$ cat config.mk
export PLATFORM = sky130hd
export DESIGN_NAME = stack_ctrl_flat
export DESIGN_NICKNAME = d
export VERILOG_FILES = /design/src/rtl/stack_ctrl_if.sv /design/src/rtl/stack_ctrl.sv /design/src/flat_wrapper.sv
export SDC_FILE = /design/constraint.sdc
export NUM_CORES = 1
export LEC_CHECK = 0
export BUFFER_PORTS_ARGS = -buffer_cell sky130_fd_sc_hd__buf_4
export CORE_MARGIN = 4
export CORE_UTILIZATION = 45
export DETAILED_ROUTE_END_ITERATION = 6
export PLACE_DENSITY_LB_ADDON = 0.15
export SLEW_MARGIN = 10
export SYNTH_ARGS = -nofsm -noshare
export SYNTH_HDL_FRONTEND = slang
export SYNTH_SLANG_ARGS = --single-unit
$ cat constraint.sdc
create_clock -name clk -period 3.79 [get_ports clk]
set_input_delay 0 -clock clk [delete_from_list [all_inputs] [get_ports clk]]
set_output_delay 0 -clock clk [all_outputs]
set_load 0.005 [all_outputs]
$ cat src/rtl/stack_ctrl_if.sv
// Bundle between the stack controller, its requester and the register file.
// The slave modport is the controller's view; master is the requester/register-file side.
interface stack_ctrl_if #(
  parameter int ADDR_WIDTH = 8,
  parameter int DATA_WIDTH = 2
);
  logic                  push;
  logic                  pop;
  logic [DATA_WIDTH-1:0] push_data;
  logic [DATA_WIDTH-1:0] mem_r_data;
  logic                  mem_wr_en;
  logic [ADDR_WIDTH-1:0] mem_w_addr;
  logic [DATA_WIDTH-1:0] mem_w_data;
  logic [ADDR_WIDTH-1:0] mem_r_addr;
  logic [DATA_WIDTH-1:0] pop_data;
  logic                  pop_valid;
  logic [DATA_WIDTH-1:0] top_data;
  logic [ADDR_WIDTH:0]   count;
  logic                  full;
  logic                  empty;
  logic                  overflow;
  logic                  underflow;

  modport slave (
    input  push, pop, push_data, mem_r_data,
    output mem_wr_en, mem_w_addr, mem_w_data, mem_r_addr,
           pop_data, pop_valid, top_data, count, full, empty, overflow, underflow
  );

  modport master (
    output push, pop, push_data, mem_r_data,
    input  mem_wr_en, mem_w_addr, mem_w_data, mem_r_addr,
           pop_data, pop_valid, top_data, count, full, empty, overflow, underflow
  );
endinterface

$ cat src/rtl/stack_ctrl.sv
// LIFO policy and pointer logic in front of a single-port-write, async-read register file.
// Popped words come back registered; simultaneous push+pop replaces the top in place.
module stack_ctrl #(
  parameter int ADDR_WIDTH = 8,
  parameter int DATA_WIDTH = 2
) (
  input logic         clk,
  input logic         reset,
  stack_ctrl_if.slave bus
);

  localparam logic [ADDR_WIDTH:0] DEPTH = {1'b1, {ADDR_WIDTH{1'b0}}};

  logic [ADDR_WIDTH:0]   r_count;
  logic [DATA_WIDTH-1:0] r_popData;
  logic                  r_popValid;
  logic                  r_overflow;
  logic                  r_underflow;

  logic                  w_full;
  logic                  w_empty;
  logic [ADDR_WIDTH:0]   w_countMinus1;
  logic [ADDR_WIDTH-1:0] w_topAddr;
  logic                  w_doPush;
  logic                  w_doPop;

  assign w_full        = (r_count == DEPTH);
  assign w_empty       = (r_count == '0);
  assign w_countMinus1 = r_count - 1'b1;
  assign w_topAddr     = w_empty ? '0 : w_countMinus1[ADDR_WIDTH-1:0];

  // A push while full is only legal when paired with a pop (replace of the top).
  assign w_doPush = bus.push && !reset && (!w_full || bus.pop);
  assign w_doPop  = bus.pop  && !reset && !w_empty;

  assign bus.mem_wr_en  = w_doPush;
  assign bus.mem_w_addr = w_doPop ? w_topAddr : r_count[ADDR_WIDTH-1:0];
  assign bus.mem_w_data = bus.push_data;
  assign bus.mem_r_addr = w_topAddr;
  assign bus.top_data   = w_empty ? '0 : bus.mem_r_data;
  assign bus.count      = r_count;
  assign bus.full       = w_full;
  assign bus.empty      = w_empty;
  assign bus.pop_data   = r_popData;
  assign bus.pop_valid  = r_popValid;
  assign bus.overflow   = r_overflow;
  assign bus.underflow  = r_underflow;

  always_ff @(posedge clk) begin
    if (reset) begin
      r_count     <= '0;
      r_popData   <= '0;
      r_popValid  <= 1'b0;
      r_overflow  <= 1'b0;
      r_underflow <= 1'b0;
    end else begin
      if (w_doPush && !w_doPop) begin
        r_count <= r_count + 1'b1;
      end else if (w_doPop && !w_doPush) begin
        r_count <= r_count - 1'b1;
      end
      // On replace, mem_r_data still shows the old top because the write lands on this same edge.
      r_popValid <= w_doPop;
      if (w_doPop) begin
        r_popData <= bus.mem_r_data;
      end
      if (bus.push && !bus.pop && w_full) begin
        r_overflow <= 1'b1;
      end
      if (bus.pop && w_empty) begin
        r_underflow <= 1'b1;
      end
    end
  end

endmodule

$ cat src/flat_wrapper.sv
// flat-port wrapper written by rule: the top's interface ports become plain ports
module stack_ctrl_flat 
#(
  parameter int ADDR_WIDTH = 8,
  parameter int DATA_WIDTH = 2
)
  (clk, reset, bus_push, bus_pop, bus_push_data, bus_mem_r_data, bus_mem_wr_en, bus_mem_w_addr, bus_mem_w_data, bus_mem_r_addr, bus_pop_data, bus_pop_valid, bus_top_data, bus_count, bus_full, bus_empty, bus_overflow, bus_underflow);
  stack_ctrl_if #(.ADDR_WIDTH(ADDR_WIDTH), .DATA_WIDTH(DATA_WIDTH)) bus_i ();
  input logic clk;
  input logic reset;
  input wire logic [$bits(bus_i.push)-1:0] bus_push;
  input wire logic [$bits(bus_i.pop)-1:0] bus_pop;
  input wire logic [$bits(bus_i.push_data)-1:0] bus_push_data;
  input wire logic [$bits(bus_i.mem_r_data)-1:0] bus_mem_r_data;
  output wire logic [$bits(bus_i.mem_wr_en)-1:0] bus_mem_wr_en;
  output wire logic [$bits(bus_i.mem_w_addr)-1:0] bus_mem_w_addr;
  output wire logic [$bits(bus_i.mem_w_data)-1:0] bus_mem_w_data;
  output wire logic [$bits(bus_i.mem_r_addr)-1:0] bus_mem_r_addr;
  output wire logic [$bits(bus_i.pop_data)-1:0] bus_pop_data;
  output wire logic [$bits(bus_i.pop_valid)-1:0] bus_pop_valid;
  output wire logic [$bits(bus_i.top_data)-1:0] bus_top_data;
  output wire logic [$bits(bus_i.count)-1:0] bus_count;
  output wire logic [$bits(bus_i.full)-1:0] bus_full;
  output wire logic [$bits(bus_i.empty)-1:0] bus_empty;
  output wire logic [$bits(bus_i.overflow)-1:0] bus_overflow;
  output wire logic [$bits(bus_i.underflow)-1:0] bus_underflow;
  assign bus_i.push = bus_push;
  assign bus_i.pop = bus_pop;
  assign bus_i.push_data = bus_push_data;
  assign bus_i.mem_r_data = bus_mem_r_data;
  assign bus_mem_wr_en = bus_i.mem_wr_en;
  assign bus_mem_w_addr = bus_i.mem_w_addr;
  assign bus_mem_w_data = bus_i.mem_w_data;
  assign bus_mem_r_addr = bus_i.mem_r_addr;
  assign bus_pop_data = bus_i.pop_data;
  assign bus_pop_valid = bus_i.pop_valid;
  assign bus_top_data = bus_i.top_data;
  assign bus_count = bus_i.count;
  assign bus_full = bus_i.full;
  assign bus_empty = bus_i.empty;
  assign bus_overflow = bus_i.overflow;
  assign bus_underflow = bus_i.underflow;
  stack_ctrl #(.ADDR_WIDTH(ADDR_WIDTH), .DATA_WIDTH(DATA_WIDTH)) u_core (.clk(clk), .reset(reset), .bus(bus_i));
endmodule
# Word level (Yosys, flattened, before mapping)
# Cells that the tools add are included.
dict set report word_totals {
  output_inout_bits 37
  rom_bits 0
  ff_bits 14
  inputBits 8
  mem_bits_rw 0
  n_memories 0
  latchBits 0
}
dict set report op_classes {
  n_lt_le_gt_ge 0
  div_mod_pow 0
  n_mul 0
  addsub 2
  n_mux 5
  bitwise_logic 0
  shift 0
  reduce_logical 18
  n_eq_ne 1
}
# operator n
set ops {}
lappend ops {{9-bit two-way mux} 2}
lappend ops {{8-bit two-way mux} 2}
lappend ops {{9-bit by 1-bit adder with 9-bit output (second input constant)} 1}
lappend ops {{9-bit == test (second input constant)} 1}
lappend ops {{1-bit logical AND} 9}
lappend ops {{9-bit logical NOT} 1}
lappend ops {{9-bit by 1-bit subtractor with 9-bit output (second input constant)} 1}
lappend ops {{1-bit logical NOT} 6}
lappend ops {{2-bit two-way mux} 1}
lappend ops {{2-bit nonzero test} 1}
lappend ops {{1-bit logical OR} 1}

# Logic depth before layout (Yosys ltp)
dict set report logic_depth {
  word_depth 8
  depth_mapped 13
  depth_no_buf 10
}

# Worst setup path after synthesis
# OpenSTA, ideal clock, no wires.
dict set report synth_timing {
  path_kind {flip-flop to flip-flop}
  start {reg u_core.r_count[0], in the netlist u_core.bus.count[0]}
  end {reg u_core.r_count[5], in the netlist u_core.bus.count[5]}
  slack_ns 0.851
  stages_incl_launch_ff 14
  period_less_slack_ns 2.939
  t_required_ns 3.669
  t_arrival_ns 2.819
  n_path_buf 3
  cell_sequence {dfxtp_1 > buf_2 > inv_1 > ha_1 > or4b_2 > o21a_1 > buf_6 > clkinv_2 > ha_1 > clkbuf_1 > nand4_1 > nor2_1 > a32oi_1 > mux2_2}
}
dict set report synth_between {
  elab_chain_cells 7
}
# item line
set synth_rtl {}
lappend synth_rtl {{start: declaration} stack_ctrl.sv:14} ;# logic [ADDR_WIDTH:0] r_count;
lappend synth_rtl {{start signal: assignment} stack_ctrl.sv:58} ;# r_count <= r_count + 1'b1;
lappend synth_rtl {{start signal: assignment} stack_ctrl.sv:60} ;# r_count <= r_count - 1'b1;
lappend synth_rtl {{branches (longest 7 deep; another with 9-bit by 1-bit subtractor with 9-bit output)} --}
# Parallel ways; which one is timed is not known. The select of a mux whose other input is x is not followed.
# A chain may end at the register's enable or synchronous reset.

# Final worst setup path
dict set report layout_timing {
  start {reg u_core.r_count[5], in the netlist u_core.bus.count[5]}
  end {reg u_core.r_count[8], in the netlist u_core.bus.count[8]}
}
# Same word-level chain as after synthesis.

==> flow_metrics.tcl <==
set metrics [dict create \
    die_x_um 57.3 \
    ys_ff_latch 14 \
    rsz0062_at_grt "no" \
    ys_async_sr_fraction 0 \
    status "finished clean" \
    total_leakage_power_nw 0.649 \
    path_cells "or4_1 > nor4_1 > nor3b_1 > ha_1 > and4b_1 > a31oi_1 > mux2_1" \
    antenna_left 0 \
    final.setup.tns_ps 0 \
    ys_seq_area_frac 0.257 \
    worst_ep_arrival_time_ps 3290 \
    synth_area_leader_cell "dfxtp_1" \
    grt_use_total 0.183 \
    ys_types 43 \
    multi_input_area_um2 706 \
    cts_buffers 3 \
    synthFlopType "dfxtp_1" \
    critical_path_required_ps 3960 \
    fp.dieH_um 57.3 \
    initial_core_util 0.484 \
    cts_tree "built" \
    cts_root_buffer "clkbuf_4" \
    routed_wl_mm 2.78 \
    htree_levels 1 \
    grt_pass1_wl_mm 4.80 \
    endpoint_kind "register" \
    netlist_top_cells_area "dfxtp_1 (26%), nor2_1 (8.9%), xnor2_1 (8.0%), xor2_1 (4.8%), ha_1 (4.6%)" \
    crit_start "u_core.bus.count[5]" \
    clk_latency_ps 280 \
    hold_violations 0 \
    ff_latch_area_um2 280 \
    antenna_cells 0 \
    gr-total-overflow 0 \
    drc 0 \
    critPathMaxStageDelay_ps 700 \
    ios 45 \
    r2r_start "u_core.bus.count[5]" \
    crit_buf_inv 0 \
    gp_congestion 0.889 \
    drive_gt1_frac 0.316 \
    hp-class "in2out" \
    clk_path_buf_depth 2 \
    grt_max_degree 19 \
    cap_viol_max_count 0 \
    std_cell_rows 17 \
    vias_per_cell 5.42 \
    place_area_mm2 0.00135 \
    antenna_found_initial 0 \
    critPathLaunchType "register" \
    firstDrtPassIters 4 \
    fmax_mhz 320 \
    skew_ps 0.729 \
    min-delay-start "bus_push_data[0]" \
    first_global_vias 1002 \
    design_area_mm2 0.00141 \
    power_density_mw_per_mm2 1200 \
    vias 1079 \
    nFillCells 223 \
    p_total_mw 1.70 \
    maxSlewHeadroom 0.395 \
    min_period_ps 3120 \
    syn_inst 139 \
    io_buffers 40 \
    final_nets 185 \
    drv_slew 0 \
    ys_warn_count 0 \
    clock_sinks 14 \
    worstPathMaxFanout 12 \
    drt-initial-drc-count 25 \
    worstMarginPinSlew_ps 904 \
    ir_drop_mv 0.657 \
    crit_family "simple AND/OR/NAND/NOR gates" \
    dp_hpwl_mm 2.07 \
    cts.clk_slew.worst_paths_ps 90 \
    synth_edf_count 0 \
    wire_per_inst_um 14.0 \
    netlist_area_mm2 0.00109 \
    setup_viol_count_final 0 \
    syn_avg_cell_area_um2 7.86 \
    coreArea_mm2 0.00225 \
    crit_slowest_cell "or4_1" \
    synth_nets 151 \
    synth_top_area_share 0.257 \
    area_growth_pct 28.9 \
    dieArea_mm2 0.00328 \
    fin_crit_sh 0.824 \
    path_class "reg2reg" \
]
==> worst register-to-register path, stage by stage (launching register included) <==
cell and delay [ps]:
dfxtp_1 420, or4_1 700, nor4_1 410, nor3b_1 150, ha_1 540, and4b_1 260, a31oi_1 210, mux2_1 330
==> metrics by stage <==
stage          hold slack (ps)  cells  utilization  setup WS [ps]
2_1_floorplan             80.8    139            -            851
3_5_place_dp            0.0346    192        0.597            674
3_3_place_gp            0.0346    192        0.597            718
6_report                0.0110    199        0.624            669
4_1_cts                 0.0346    199        0.624            652
5_1_grt                 0.0324    199        0.624            444
==> final cells by class <==
cell class | instances | area share
multi-input combinational | 105 | 0.501
tap | 28 | 0.0249
timing repair buffer | 45 | 0.247
clock buffer | 3 | 0.0160
inverter | 4 | 0.0116
sequential | 14 | 0.199
==> path summary, 6_finish.rpt <==
path,endpoint,slack (ps),depth (start not counted)
worst max-delay path,u_core.bus.count[8],670,7
worst max register to register,u_core.bus.count[8],670,7
worst min register to register,u_core.bus.underflow,480,2
worst min-delay path,bus_mem_w_data[0],0.01,0
==> cells in the final DEF (no fill, tap or decap), types with 2 or more instances in the layout <==
cell type | synthesis | layout
nor3b_1 | 2 | 2
a32oi_1 | 2 | 2
ha_1 | 4 | 4
a21oi_1 | 8 | 8
mux2i_1 | 3 | 3
xor2_1 | 6 | 6
xnor2_1 | 10 | 10
buf_4 | 3 | 41
nor4_1 | 2 | 2
nand4_1 | 2 | 2
inv_1 | 3 | 3
nor2_1 | 26 | 26
nand2_1 | 7 | 7
mux2_2 | 2 | 2
dfxtp_1 | 14 | 14
o21ai_0 | 3 | 3
nor2b_1 | 6 | 6
or4_1 | 2 | 2
dlygate4sd3_1 | 0 | 4
clkbuf_4 | 0 | 3
==> cells by family after synthesis <==
group,Yosys count,synth area share
AND/OR/NAND/NOR,59,0.298
flip-flops,14,0.257
multiplexers,6,0.0584
adder cells (fa/ha/maj),4,0.0458
buffers and inverters,20,0.0974
AO/OA/AOI/OAI,20,0.116
XOR/XNOR,16,0.128
==> power breakdown <==
| part | internal [mW] | total, mW | switching, mW |
|---|---|---|---|
| registers | 0.208 | 0.322 | 0.114 |
| clock network | 0.0368 | 0.0869 | 0.0500 |
| logic | 0.690 | 1.29 | 0.597 |
==> layer usage <==
metal,GRT usage,share of wire
met1,0.238,0.42
met2,0.297,0.50
met3,0.0362,0.075
met4,0.0728,0.013
met5,0,0
==> synth_stat cells (all sizes together) (2+ instances only) <==
library cell	instances
nor2	26
dfxtp	14
xnor2	10
buf	9
a21oi	8
clkbuf	7
nand2	7
nor2b	6
xor2	6
ha	4
nor4	4
o21ai	4
inv	3
mux2	3
mux2i	3
or4	3
a32oi	2
nand4	2
nor3b	2
==> registers in the layout, indices dropped and copies added, names as in the netlist <==
signal / count
u_core.bus.count: 9
u_core.bus.pop_data: 2
u_core.bus.overflow: 1
u_core.bus.pop_valid: 1
u_core.bus.underflow: 1
==> repair_timing <==
item / 4_1_cts / 5_1_grt
gates resized for setup: 0 / 0
hold buffers: 4 / 0
buffers inserted: 0 / 0
endpoints found under the hold margin: 4 / 0
Note: power is estimated with default switching activity, not from simulation.
